**src/rtl/pipelined_adder.sv**
```systemverilog
// pipelined_adder: STAGES-deep chunked add/subtract with valid/ready handshake.
// Optional signed saturation is enabled by defining PIPELINED_ADDER_SAT_EN.
module pipelined_adder #(
    parameter int WIDTH  = 32,
    parameter int STAGES = 4
) (
    input  logic             clk,
    input  logic             rst_n,
    input  logic             in_valid,
    output logic             in_ready,
    input  logic [WIDTH-1:0] a,
    input  logic [WIDTH-1:0] b,
    input  logic             sub,
`ifdef PIPELINED_ADDER_SAT_EN
    input  logic             sat,
`endif
    output logic             out_valid,
    input  logic             out_ready,
    output logic [WIDTH-1:0] y,
    output logic             carry,
    output logic             overflow
);

    localparam int CW = WIDTH / STAGES;
    localparam int L  = STAGES - 1;

    localparam logic [WIDTH-1:0] SMAX = {1'b0, {(WIDTH-1){1'b1}}};
    localparam logic [WIDTH-1:0] SMIN = {1'b1, {(WIDTH-1){1'b0}}};

    // Stage registers: operands (b already inverted for subtract),
    // partial result, chunk carry-out and a valid bit per stage.
    logic             vld [STAGES];
    logic [WIDTH-1:0] ra  [STAGES];
    logic [WIDTH-1:0] rb  [STAGES];
    logic [WIDTH-1:0] rs  [STAGES];
    logic             rc  [STAGES];
    logic             ro;
`ifdef PIPELINED_ADDER_SAT_EN
    logic             rsat [STAGES];
    logic             si_sat [STAGES];
`endif

    logic [WIDTH-1:0] si_a [STAGES];
    logic [WIDTH-1:0] si_b [STAGES];
    logic [WIDTH-1:0] si_s [STAGES];
    logic             si_c [STAGES];
    logic [WIDTH-1:0] n_s  [STAGES];
    logic             n_c  [STAGES];
    logic [CW:0]      chunk;
    logic             c_msb_in;
    logic             n_o;
    logic [WIDTH-1:0] n_y;
    logic             stall;

    assign stall     = vld[L] && !out_ready;
    assign in_ready  = !stall;
    assign out_valid = vld[L];
    assign y         = rs[L];
    assign carry     = rc[L];
    assign overflow  = ro;

    // Per-stage chunk adders; stage k consumes chunk k and the carry of k-1.
    always_comb begin
        si_a[0] = a;
        si_b[0] = b ^ {WIDTH{sub}};
        si_s[0] = '0;
        si_c[0] = sub;
`ifdef PIPELINED_ADDER_SAT_EN
        si_sat[0] = sat;
`endif
        for (int k = 1; k < STAGES; k++) begin
            si_a[k] = ra[k-1];
            si_b[k] = rb[k-1];
            si_s[k] = rs[k-1];
            si_c[k] = rc[k-1];
`ifdef PIPELINED_ADDER_SAT_EN
            si_sat[k] = rsat[k-1];
`endif
        end
        chunk = '0;
        for (int k = 0; k < STAGES; k++) begin
            chunk = {1'b0, si_a[k][k*CW +: CW]}
                  + {1'b0, si_b[k][k*CW +: CW]}
                  + {{CW{1'b0}}, si_c[k]};
            n_s[k] = si_s[k];
            n_s[k][k*CW +: CW] = chunk[CW-1:0];
            n_c[k] = chunk[CW];
        end
        // Carry into the MSB recovered from the MSB sum bit and its operands.
        c_msb_in = n_s[L][WIDTH-1] ^ si_a[L][WIDTH-1] ^ si_b[L][WIDTH-1];
        n_o = c_msb_in ^ n_c[L];
        n_y = n_s[L];
`ifdef PIPELINED_ADDER_SAT_EN
        if (si_sat[L] && n_o)
            n_y = si_a[L][WIDTH-1] ? SMIN : SMAX;
`endif
    end

    // Whole pipeline advances together unless the output is stalled.
    always_ff @(posedge clk or negedge rst_n) begin
        if (!rst_n) begin
            for (int k = 0; k < STAGES; k++) begin
                vld[k] <= 1'b0;
                ra[k]  <= '0;
                rb[k]  <= '0;
                rs[k]  <= '0;
                rc[k]  <= 1'b0;
`ifdef PIPELINED_ADDER_SAT_EN
                rsat[k] <= 1'b0;
`endif
            end
            ro <= 1'b0;
        end else if (!stall) begin
            vld[0] <= in_valid;
            for (int k = 1; k < STAGES; k++)
                vld[k] <= vld[k-1];
            for (int k = 0; k < STAGES; k++) begin
                ra[k] <= si_a[k];
                rb[k] <= si_b[k];
                rs[k] <= (k == L) ? n_y : n_s[k];
                rc[k] <= n_c[k];
`ifdef PIPELINED_ADDER_SAT_EN
                rsat[k] <= si_sat[k];
`endif
            end
            ro <= n_o;
        end
    end

endmodule

```
**config.mk**
```make
export PLATFORM = sky130hd
export DESIGN_NAME = pipelined_adder
export DESIGN_NICKNAME = d
export VERILOG_FILES = /design/src/rtl/pipelined_adder.sv
export SDC_FILE = /design/constraint.sdc
export NUM_CORES = 1
export LEC_CHECK = 0
export CAP_MARGIN = 30
export CELL_PAD_IN_SITES_DETAIL_PLACEMENT = 1
export CELL_PAD_IN_SITES_GLOBAL_PLACEMENT = 1
export CORE_MARGIN = 1
export CORE_UTILIZATION = 46
export CTS_CLUSTER_DIAMETER = 40
export CTS_CLUSTER_SIZE = 28
export DETAILED_ROUTE_END_ITERATION = 16
export PLACE_DENSITY = 0.91
export SLEW_MARGIN = 20
export SYNTH_ARGS = -nofsm -noshare
export SYNTH_HDL_FRONTEND = slang
export SYNTH_SLANG_ARGS = --single-unit
```
**constraint.sdc**
```tcl
create_clock -name clk -period 5.5 [get_ports clk]
set_clock_uncertainty 0.2 [all_clocks]
set_input_delay 1.1 -clock clk [delete_from_list [all_inputs] [get_ports clk]]
set_output_delay 1.1 -clock clk [all_outputs]
set_load 0.05 [all_outputs]
```
After elaboration in Yosys (flattened, before gate mapping)

Index checks and enable logic that the tools add are counted.

Register bits after elaboration: 281
Bits of input ports: 69

$add $sub $neg: 8
Bitwise gates (word level): 4
Reductions and logical operators: 3

Operators with widths:

| operator             | number |
|---|---|
| adder 8 x 8 -> 9 bit | 4 |
| adder 9 x 1 -> 9 bit | 4 |
| bitwise XOR 32 bit   | 1 |
| bitwise XOR 1 bit    | 3 |
| zero test 1 bit      | 2 |
| logical AND 1 bit    | 1 |

Logic depth before layout (Yosys ltp)

Gate-level depths: netlist (run 1).

Word-level depth: 5
Gate-level depth with buffers: 11
Gate-level depth less buffers: 10

Worst setup path before layout (run 1)

OpenSTA, ideal clock, no wires.

Path kind: input to output
Start: input out_ready
End: output in_ready
Data arrival time: 2.156 ns
Setup slack: 2.044 ns
Stages on the path: 4
Cells stage by stage: nor2b_1 -> clkinv_1 -> clkbuf_1 -> clkbuf_1

Word-level cells in the longest chain between the ends: 3

RTL lines:

| element           | RTL line | RTL |
|---|---|---|
| from (decl)       | 18       | `input logic out_ready,` |
| zero test 1 bit   | 55       | `assign stall = vld[L] && !out_ready;` |
| logical AND 1 bit | 55       |  |
| zero test 1 bit   | --       |  |
| to (decl)         | 10       | `output logic in_ready,` |

No other way between the ends.

Worst setup path in the final report (run 1)

Same ends and word-level chain as after synthesis.

==> results of run 1 <==
==> worst max-delay path: stages <==
cell and delay [ns]:
clkdlybuf4s50_1 0.50, nor2b_4 0.06, inv_4 0.13, clkdlybuf4s50_1 0.82
==> layer usage <==
metal	track usage, %	vias to the layer above
li1	-	3050
met1	27.9	3201
met2	43.8	124
met3	3.95	45
met4	11.7	0
met5	0	-
==> state kept, by name (all words and copies together), names as in the netlist <==
signal	cells
n_s	48
rc	3
y	32
out_valid	1
overflow	1
ra	48
rb	48
vld	3
carry	1
==> placed cells by master (no fill, tap or decap), drive strengths merged <==
cell type	n
nand2	409
dfrtp	185
clkdlybuf4s50	102
o21ai	55
xnor2	33
nor2	29
ha	28
a21oi	28
inv	24
xor2	20
clkbuf	20
buf	11
nand2b	7
fa	7
o21a	7
a211oi	6
o31ai	5
nor3	5
nor2b	4
a21o	4
clkinv	4
or2	3
o21bai	2
nand3	2
nand4	2
a31oi	2
mux2i	1
a211o	1
mux2	1
a22oi	1
xnor3	1
clkinvlp	1
bufinv	1
==> kinds of logic (layout without fill, tap and decap cells) <==
logic type	after synthesis	count (layout)	share of synthesized area, %
buf+inv	61	163	2.97
compound gates	111	111	7.77
fa+ha+maj	35	35	5.91
mux	2	2	0.256
simple gates	461	461	21.4
flops	185	185	55.8
xor+xnor	54	54	5.87
==> path summary, 6_finish.rpt <==
| kind | slack (ns) | endpoint |
|---|---|---|
| setup / recovery | 1.59 | in_ready |
| hold / removal | 0.27 | n_s[1] |
| min in group asynchronous | 0.36 | n_s[33] |
| hold reg to reg | 0.27 | n_s[1] |
| setup reg to reg | 2.70 | overflow |
| max in group asynchronous | 3.55 | carry |
==> area by class of cell <==
class	count	share of cell area, %
flip-flops and latches	185	45.6
multi-input cells	663	33.8
repair buffers	114	11.4
clock buffers	19	4.46
well taps	225	2.77
clock inverters	13	1.31
inverters	17	0.653
==> power groups by stage <==
| stage | sequential (mW) | combinational [mW] | clock [mW] |
|---|---|---|---|
| floorplan | 2.69 | 1.49 | 0 |
| global placement | 2.33 | 2.52 | 0 |
| detailed placement | 2.37 | 2.71 | 0 |
| CTS | 2.35 | 2.78 | 1.25 |
| global route | 2.42 | 3.04 | 1.30 |
| finish | 2.35 | 2.76 | 1.23 |
==> results.py, run 1 <==
metrics = {
    "run_status": {
        "status": "finished clean",
    },
    "logic_synthesis": {
        "ys_async_sr_fraction_pct": 100,
        "synth_cells": 909,
        "synth_cell_types": 37,
        "synth_flop_cell": "dfrtp_1",
        "syn-cell-area_mm2": 0.00830,
        "synth.most_common_cell": "nand2_1",
        "ys_warn_count": 0,
        "syn_area_per_cell_um2": 9.13,
        "synth-seq-area-share_pct": 55.8,
        "synth_edf_count": 0,
        "synth_area_leaders": "dfrtp_1 56%, nand2_1 19%, ha_1 4.2%, xnor2_1 3.5%, o21ai_0 3.1%",
        "synth_top_cells_by_count": "409 x nand2_1, 185 x dfrtp_1, 51 x o21ai_0",
        "syn_nets": 1013,
        "yosysTopAreaCellShare_pct": 55.8,
        "yosysTopAreaCell": "dfrtp_1",
        "yosys_register_bits": 185,
    },
    "placed_design": {
        "port_buffers": 104,
        "place_inst": 1203,
        "dp_slack_ns": 1.56,
        "routabilityCongestion": 0.778,
        "post_dp_cell_area_mm2": 0.00954,
        "hpwlAfterDp_mm": 13.6,
    },
    "finish": {
        "area_growth_pct": 22.3,
        "nets": 1102,
        "fin_cells": 1236,
        "fin_util_pct": 58.1,
        "seq_area_mm2": 0.00463,
        "layout-drive-gt1-share_pct": 5.44,
        "fill_cells": 1981,
        "multi_input_area_mm2": 0.00343,
        "final_area_mm2": 0.0102,
        "n_antenna_cell": 0,
    },
    "timing": {
        "hold_slack_ns": 0.268,
        "fin_tns_setup_ns": 0,
        "hold_viol_final": 0,
        "fmax_ghz": 0.256,
        "fin_crit_sh_pct": 71.2,
        "tightest_slew_ns": 0.847,
        "fin_crit_ns": 3.91,
        "slew_headroom_pct": 43.5,
        "slew_viol_final": 0,
        "setup_violations": 0,
        "rsz0062_at_grt": "no",
        "worst_slack_ns": 1.59,
    },
    "worst_setup_path": {
        "critPathMaxFanout": 11,
        "worstPathArrival_ns": 2.61,
        "crit_start": "out_ready",
        "required_ns": 4.20,
        "setup.worst_path.start_class": "input pin",
        "timing.rr.start": "rb[56]",
        "path_class": "in2out",
        "r2r_cells": 10,
        "endpoint_kind": "output port",
    },
    "global_route": {
        "antenna_found_initial": 0,
        "track_usage_pct": 24.3,
        "grt_max_degree": 121,
        "gr-total-overflow": 0,
        "grt_pass1_wl_mm": 34.3,
        "grt_pass1_vias": 6862,
    },
    "power": {
        "power_frac_clock_pct": 19.4,
        "p_total_mw": 6.34,
        "intPower_mw": 3.66,
        "p_seq_share_pct": 37.1,
        "powerDensity_mw_per_mm2": 624,
        "p_leak_nw": 4.93,
        "ir_drop_uv": 371,
        "p_sw_share_pct": 42.2,
        "combPwrFrac_pct": 43.5,
        "switching_power_mw": 2.67,
    },
    "floorplan": {
        "core_mm2": 0.0175,
        "die_y_um": 136,
        "die_w_um": 136,
        "start_util_pct": 47.5,
        "rows": 48,
        "die_area_mm2": 0.0186,
        "ioPinCount": 105,
    },
    "clock_tree": {
        "ctsHoldBuffers": 0,
        "cts_root_buf": "clkbuf_16",
        "clkSinkCount": 185,
        "clockBufferDepth": 2,
        "cts_tree": "done",
        "path_clk_slew_ns": 0.07,
        "cts_buffers": 17,
        "ctsResizeCount": 0,
        "clkLatencyLatePin_ns": 0.44,
        "post-cts-setup-buffer-count": 0,
        "h-tree-depth": 4,
    },
    "detailed_routing": {
        "drtIter0Drc": 306,
        "top_layer": "met4",
        "drc": 0,
        "first_pass_iters": 4,
        "met1Wirelength_mm": 8.66,
        "vias_per_cell": 5.19,
        "ant_nets": 0,
        "wl_met2_mm": 11.0,
        "wire_per_inst_um": 16.8,
        "wl_met3_um": 488,
        "finalWirelength_mm": 20.8,
        "via_count": 6420,
    },
    "run": {
        "maxCapViolCount": 0,
    },
    "worst_hold_path": {
        "hp-start": "n_s[1]",
        "hold_path_depth": 2,
        "hp-class": "reg2reg",
    },
}
Note: power is estimated with default switching activity, not from simulation.
==> run 2: changes to the inputs <==
--- a/config.mk
+++ b/config.mk
@@ -9,11 +9,11 @@
 export CELL_PAD_IN_SITES_DETAIL_PLACEMENT = 1
 export CELL_PAD_IN_SITES_GLOBAL_PLACEMENT = 1
 export CORE_MARGIN = 1
-export CORE_UTILIZATION = 46
+export CORE_UTILIZATION = 38
 export CTS_CLUSTER_DIAMETER = 40
 export CTS_CLUSTER_SIZE = 28
 export DETAILED_ROUTE_END_ITERATION = 16
-export PLACE_DENSITY = 0.91
+export PLACE_DENSITY = 0.8
 export SLEW_MARGIN = 20
 export SYNTH_ARGS = -nofsm -noshare
 export SYNTH_HDL_FRONTEND = slang
==> constraint.sdc (replaced) <==
create_clock -name clk -period 3.4 [get_ports clk]
set_clock_uncertainty 0.2 [all_clocks]
set_input_delay 0.68 -clock clk [delete_from_list [all_inputs] [get_ports clk]]
set_output_delay 0.68 -clock clk [all_outputs]
set_load 0.05 [all_outputs]
==> results.py, run 2 (same netlist as run 1, synthesis figures left out) <==
metrics = {
    "run_status": {
        "status": "finished clean",
    },
    "global_route": {
        "grt_util_met3_pct": 3.78,
        "antenna_found_initial": 0,
        "gr-total-overflow": 0,
        "globalRouteMet2Util_pct": 28.7,
        "use_met1_pct": 22.9,
        "track_usage_pct": 17.5,
        "grt_pass1_vias": 6153,
        "busiest_layer": "met2",
        "grt_max_degree": 203,
        "grt_pass1_wl_mm": 30.4,
    },
    "timing": {
        "setup_violations": 0,
        "fin_tns_setup_ns": 0,
        "fin_crit_ns": 2.68,
        "fin_crit_sh_pct": 78.7,
        "slew_viol_final": 0,
        "slew_headroom_pct": 45.6,
        "tightest_slew_ns": 0.816,
        "worst_slack_ns": 0.723,
        "fmax_ghz": 0.373,
        "rsz0062_at_grt": "no",
        "hold_viol_final": 0,
    },
    "floorplan": {
        "die_y_um": 150,
        "core_mm2": 0.0212,
        "rows": 53,
        "ioPinCount": 105,
        "start_util_pct": 39.1,
        "die_w_um": 150,
        "die_area_mm2": 0.0224,
    },
    "placed_design": {
        "place_inst": 1252,
        "routabilityCongestion": 0.768,
        "port_buffers": 104,
        "hpwlAfterDp_mm": 12.0,
        "dp_slack_ns": 0.216,
    },
    "power": {
        "powerDensity_mw_per_mm2": 985,
        "p_total_mw": 10.1,
        "p_leak_nw": 4.93,
        "ir_drop_uv": 529,
    },
    "detailed_routing": {
        "vias_per_cell": 4.74,
        "wire_per_inst_um": 14.2,
        "finalWirelength_mm": 18.2,
        "drc": 0,
        "via_count": 6085,
        "first_pass_iters": 4,
        "drtIter0Drc": 223,
        "ant_nets": 0,
    },
    "clock_tree": {
        "cts_buffers": 17,
        "ctsResizeCount": 0,
        "cts_root_buf": "clkbuf_16",
        "cts_tree": "done",
        "post-cts-setup-buffer-count": 0,
        "clkLatencyLatePin_ns": 0.43,
        "clkSinkCount": 185,
        "h-tree-depth": 4,
        "ctsHoldBuffers": 0,
        "path_clk_slew_ns": 0.07,
        "clockBufferDepth": 2,
    },
    "finish": {
        "multi_input_area_mm2": 0.00343,
        "nets": 1100,
        "layout-drive-gt1-share_pct": 5.25,
        "layout_commonest_cell": "nand2_1",
        "fin_cells": 1284,
        "n_antenna_cell": 0,
        "fill_cells": 2448,
        "area_growth_pct": 23.1,
        "mostFrequentLayoutCells": "409 x nand2_1, 185 x dfrtp_1, 101 x clkdlybuf4s50_1, 51 x o21ai_0, 33 x xnor2_1",
        "seq_area_mm2": 0.00463,
    },
    "worst_setup_path": {
        "critPathMaxFanout": 2,
        "timing.rr.start": "ra[56]",
        "path_class": "in2reg",
        "setup.worst_path.start_class": "input pin",
        "crit_start": "b[0]",
        "slowest_delay_ns": 0.53,
        "endpoint_kind": "flop",
        "required_ns": 3.48,
        "crit_slowest_cell": "clkdlybuf4s50_1",
        "path_cells": "clkdlybuf4s50_1 > mux2i_1 > fa_1 > nor2b_1 > o21a_1 > o21ai_0 > nand2b_1 > a211oi_1 > o31ai_1",
        "worstPathArrival_ns": 2.76,
    },
    "run": {
        "maxCapViolCount": 0,
    },
    "worst_hold_path": {
        "hp-class": "in2async",
    },
}
==> run 2: per-stage QoR <==
step	instance area [um2]	util [%]	hold slack [ns]
final	10200	48.1	0.0730
after global routing	10200	48.1	0.119
after CTS	10200	48.1	0.0941
after detailed placement	9620	45.3	0.247
after global placement	9620	45.3	0.244
after floorplan	8300	-	0.184
==> run 2: final timing paths <==
path | endpoint | cells past startpoint | slack (ns)
worst min-delay path | out_valid | 1 | 0.07
min in group clk | out_valid | 1 | 0.26
worst max register to register | overflow | 10 | 0.73
worst min register to register | out_valid | 1 | 0.26
max in group asynchronous | overflow | 2 | 2.10
worst max-delay path | n_s[70] | 9 | 0.72
==> run 2: worst max-delay path, delay by kind of cell <==
kind                       cells  cell delay [ns]
adders and majority gates      1             0.29
and+or+nand+nor                2             0.15
AOI/OAI and AO/OA              4             0.78
muxes                          1             0.35
buffers and inverters          1             0.53
==> run 2: area by class of cell <==
cell class	count	area share (%)
sequential	185	45.3
multi-input combinational	663	33.6
timing repair buffer	112	11.2
clock buffer	20	4.47
tap	275	3.37
clock inverter	12	1.37
inverter	17	0.649
==> run 2: routing by layer <==
layer,vias to the layer above,wire [um],part of all wire (%)
met5,-,0,0
met4,0,282,1.5
met3,21,551,3.0
met2,85,8920,49
met1,2930,8480,47
li1,3049,-,-
==> run 2: report_power, final <==
| group | internal (mW) | switching, mW | leakage, nW |
|---|---|---|---|
| combinational | 1.66 | 2.63 | 2.42 |
| clock | 1.14 | 0.890 | 0.289 |
| sequential | 3.19 | 0.561 | 2.22 |
==> run 3: changes to the inputs <==
==> constraint.sdc (replaced) <==
create_clock -name clk -period 2.4 [get_ports clk]
set_clock_uncertainty 0.2 [all_clocks]
set_input_delay 0.48 -clock clk [delete_from_list [all_inputs] [get_ports clk]]
set_output_delay 0.48 -clock clk [all_outputs]
set_load 0.05 [all_outputs]
==> results.py, run 3 (same netlist as run 1, synthesis figures left out) <==
metrics = {
    "power": {
        "p_total_mw": 14.4,
        "p_leak_nw": 5.04,
        "powerDensity_mw_per_mm2": 1380,
        "ir_drop_uv": 647,
    },
    "worst_setup_path": {
        "required_ns": 2.55,
        "rr_endpoint": "overflow",
        "setup.worst_path.start_class": "flop",
        "path_cells": "inv_2 > fa_2 > inv_2 > fa_2 > a211oi_2 > o21ai_1 > a31oi_2 > xnor2_1 > xnor3_1 > a21oi_2",
        "cpLargestDelayFamily": "compound AO/OA/AOI/OAI gates",
        "reg2reg_slack_ns": -0.05,
        "timing.rr.start": "rb[56]",
        "path_class": "reg2reg",
        "r2r_cells": 10,
        "critPathMaxFanout": 2,
        "slowest_delay_ns": 0.39,
        "endpoint_kind": "flop",
        "crit_slowest_cell": "dfrtp_1",
        "worstPathArrival_ns": 2.59,
        "critical_path_buf_inv_count": 2,
    },
    "finish": {
        "layout-drive-gt1-share_pct": 8.82,
        "area_growth_pct": 25.8,
        "layout_commonest_cell": "nand2_1",
        "nets": 1124,
        "mostFrequentLayoutCells": "409 x nand2_1, 185 x dfrtp_1, 99 x clkdlybuf4s50_1, 48 x o21ai_0, 33 x xnor2_1",
        "n_antenna_cell": 0,
        "fill_cells": 2451,
        "fin_cells": 1307,
    },
    "worst_hold_path": {
        "whs_endpoint": "y[14]",
        "hp-class": "reg2reg",
        "hold_path_depth": 2,
        "hp-start": "y[14]",
    },
    "detailed_routing": {
        "ant_nets": 0,
        "first_pass_iters": 4,
        "vias_per_cell": 4.74,
        "drtIter0Drc": 216,
        "drc": 0,
        "wire_per_inst_um": 14.1,
        "finalWirelength_mm": 18.4,
        "via_count": 6199,
    },
    "timing": {
        "hold_slack_ns": 0.265,
        "slew_viol_final": 0,
        "worst_slack_ns": -0.0467,
        "fin_crit_ns": 2.45,
        "setup_violations": 1,
        "fin_crit_sh_pct": 102,
        "slew_headroom_pct": 61.6,
        "fmax_ghz": 0.409,
        "rsz0062_at_grt": "yes",
        "hold_viol_final": 0,
        "tightest_slew_ns": 0.576,
    },
    "clock_tree": {
        "h-tree-depth": 4,
        "clkLatencyLatePin_ns": 0.43,
        "cts_root_buf": "clkbuf_16",
        "clkSinkCount": 185,
        "cts_tree": "done",
        "path_clk_slew_ns": 0.07,
        "cts_buffers": 17,
        "clockBufferDepth": 2,
    },
    "global_route": {
        "track_usage_pct": 17.8,
        "grt_pass1_wl_mm": 31.2,
        "antenna_found_initial": 0,
        "grt_pass1_vias": 6471,
        "gr-total-overflow": 0,
        "grt_max_degree": 140,
    },
    "run": {
        "maxCapViolCount": 0,
    },
    "placed_design": {
        "hpwlAfterDp_mm": 12.7,
        "routabilityCongestion": 0.787,
        "dp_slack_ns": -0.411,
        "port_buffers": 104,
        "place_inst": 1269,
    },
    "floorplan": {
        "ioPinCount": 105,
        "die_area_mm2": 0.0224,
        "die_y_um": 150,
        "core_mm2": 0.0212,
        "die_w_um": 150,
        "rows": 53,
        "start_util_pct": 39.1,
    },
    "run_status": {
        "violations": "negative setup slack",
        "status": "finished with violations",
    },
}
## run 3: repair_timing
| action | 4_1_cts | 5_1_grt |
|---|---|---|
| hold endpoints to repair | 51 | 0 |
| pin swaps | 7 | 9 |
| buffers inserted | 3 | 3 |
| gates resized for setup | 10 | 6 |
| hold buffers | 1 | 0 |
| endpoints found under the setup margin | 6 | 6 |
## run 3: layout make-up
class	instances	area (um2)	area share (%)
multi-input cells	663	3470	33.2
clock buffers	20	457	4.37
clock inverters	11	136	1.31
inverters	17	66.3	0.635
repair buffers	136	1340	12.8
flip-flops and latches	185	4630	44.3
well taps	275	344	3.30
## run 3: per-layer routing
metal  global-route usage, %  wire [um]
met1                    22.6       8550
met2                    31.3       9250
met3                    3.02        433
met4                    4.55        192
met5                       0          0
## run 3: power breakdown
group	leakage [nW]	internal, mW	switching, mW	total (mW)
Sequential	2.22	4.52	0.792	5.31
Combinational	2.54	2.52	3.78	6.30
Clock	0.278	1.60	1.23	2.83
## run 3: worst min-delay path, delay by kind of cell (launching register included)
kind	cells	cell delay (ns)
flip-flops	1	0.34
AND/OR/NAND/NOR	2	0.10
## run 3: worst max-delay path by stage
stage	start	slack [ns]	cells after the start	to
4_1_cts	rc[1]	-0.09	10	overflow
3_5_place_dp	b[1]	-0.41	10	rc[3]
5_1_grt	rb[56]	-0.24	10	overflow
3_3_place_gp	b[0]	-0.24	10	n_s[70]
2_1_floorplan	sub	-0.004	10	n_s[70]
6_report	rb[56]	-0.05	10	overflow
## run 3: metrics by stage
| stage | utilization, % | cell area, um2 | TNS [ns] |
|---|---|---|---|
| floorplan | - | 8300 | -0.00443 |
| global placement | 46.0 | 9750 | -0.874 |
| detailed placement | 46.0 | 9750 | -1.71 |
| CTS | 49.0 | 10400 | -0.0945 |
| global route | 49.2 | 10400 | -0.251 |
| finish | 49.2 | 10400 | -0.0467 |
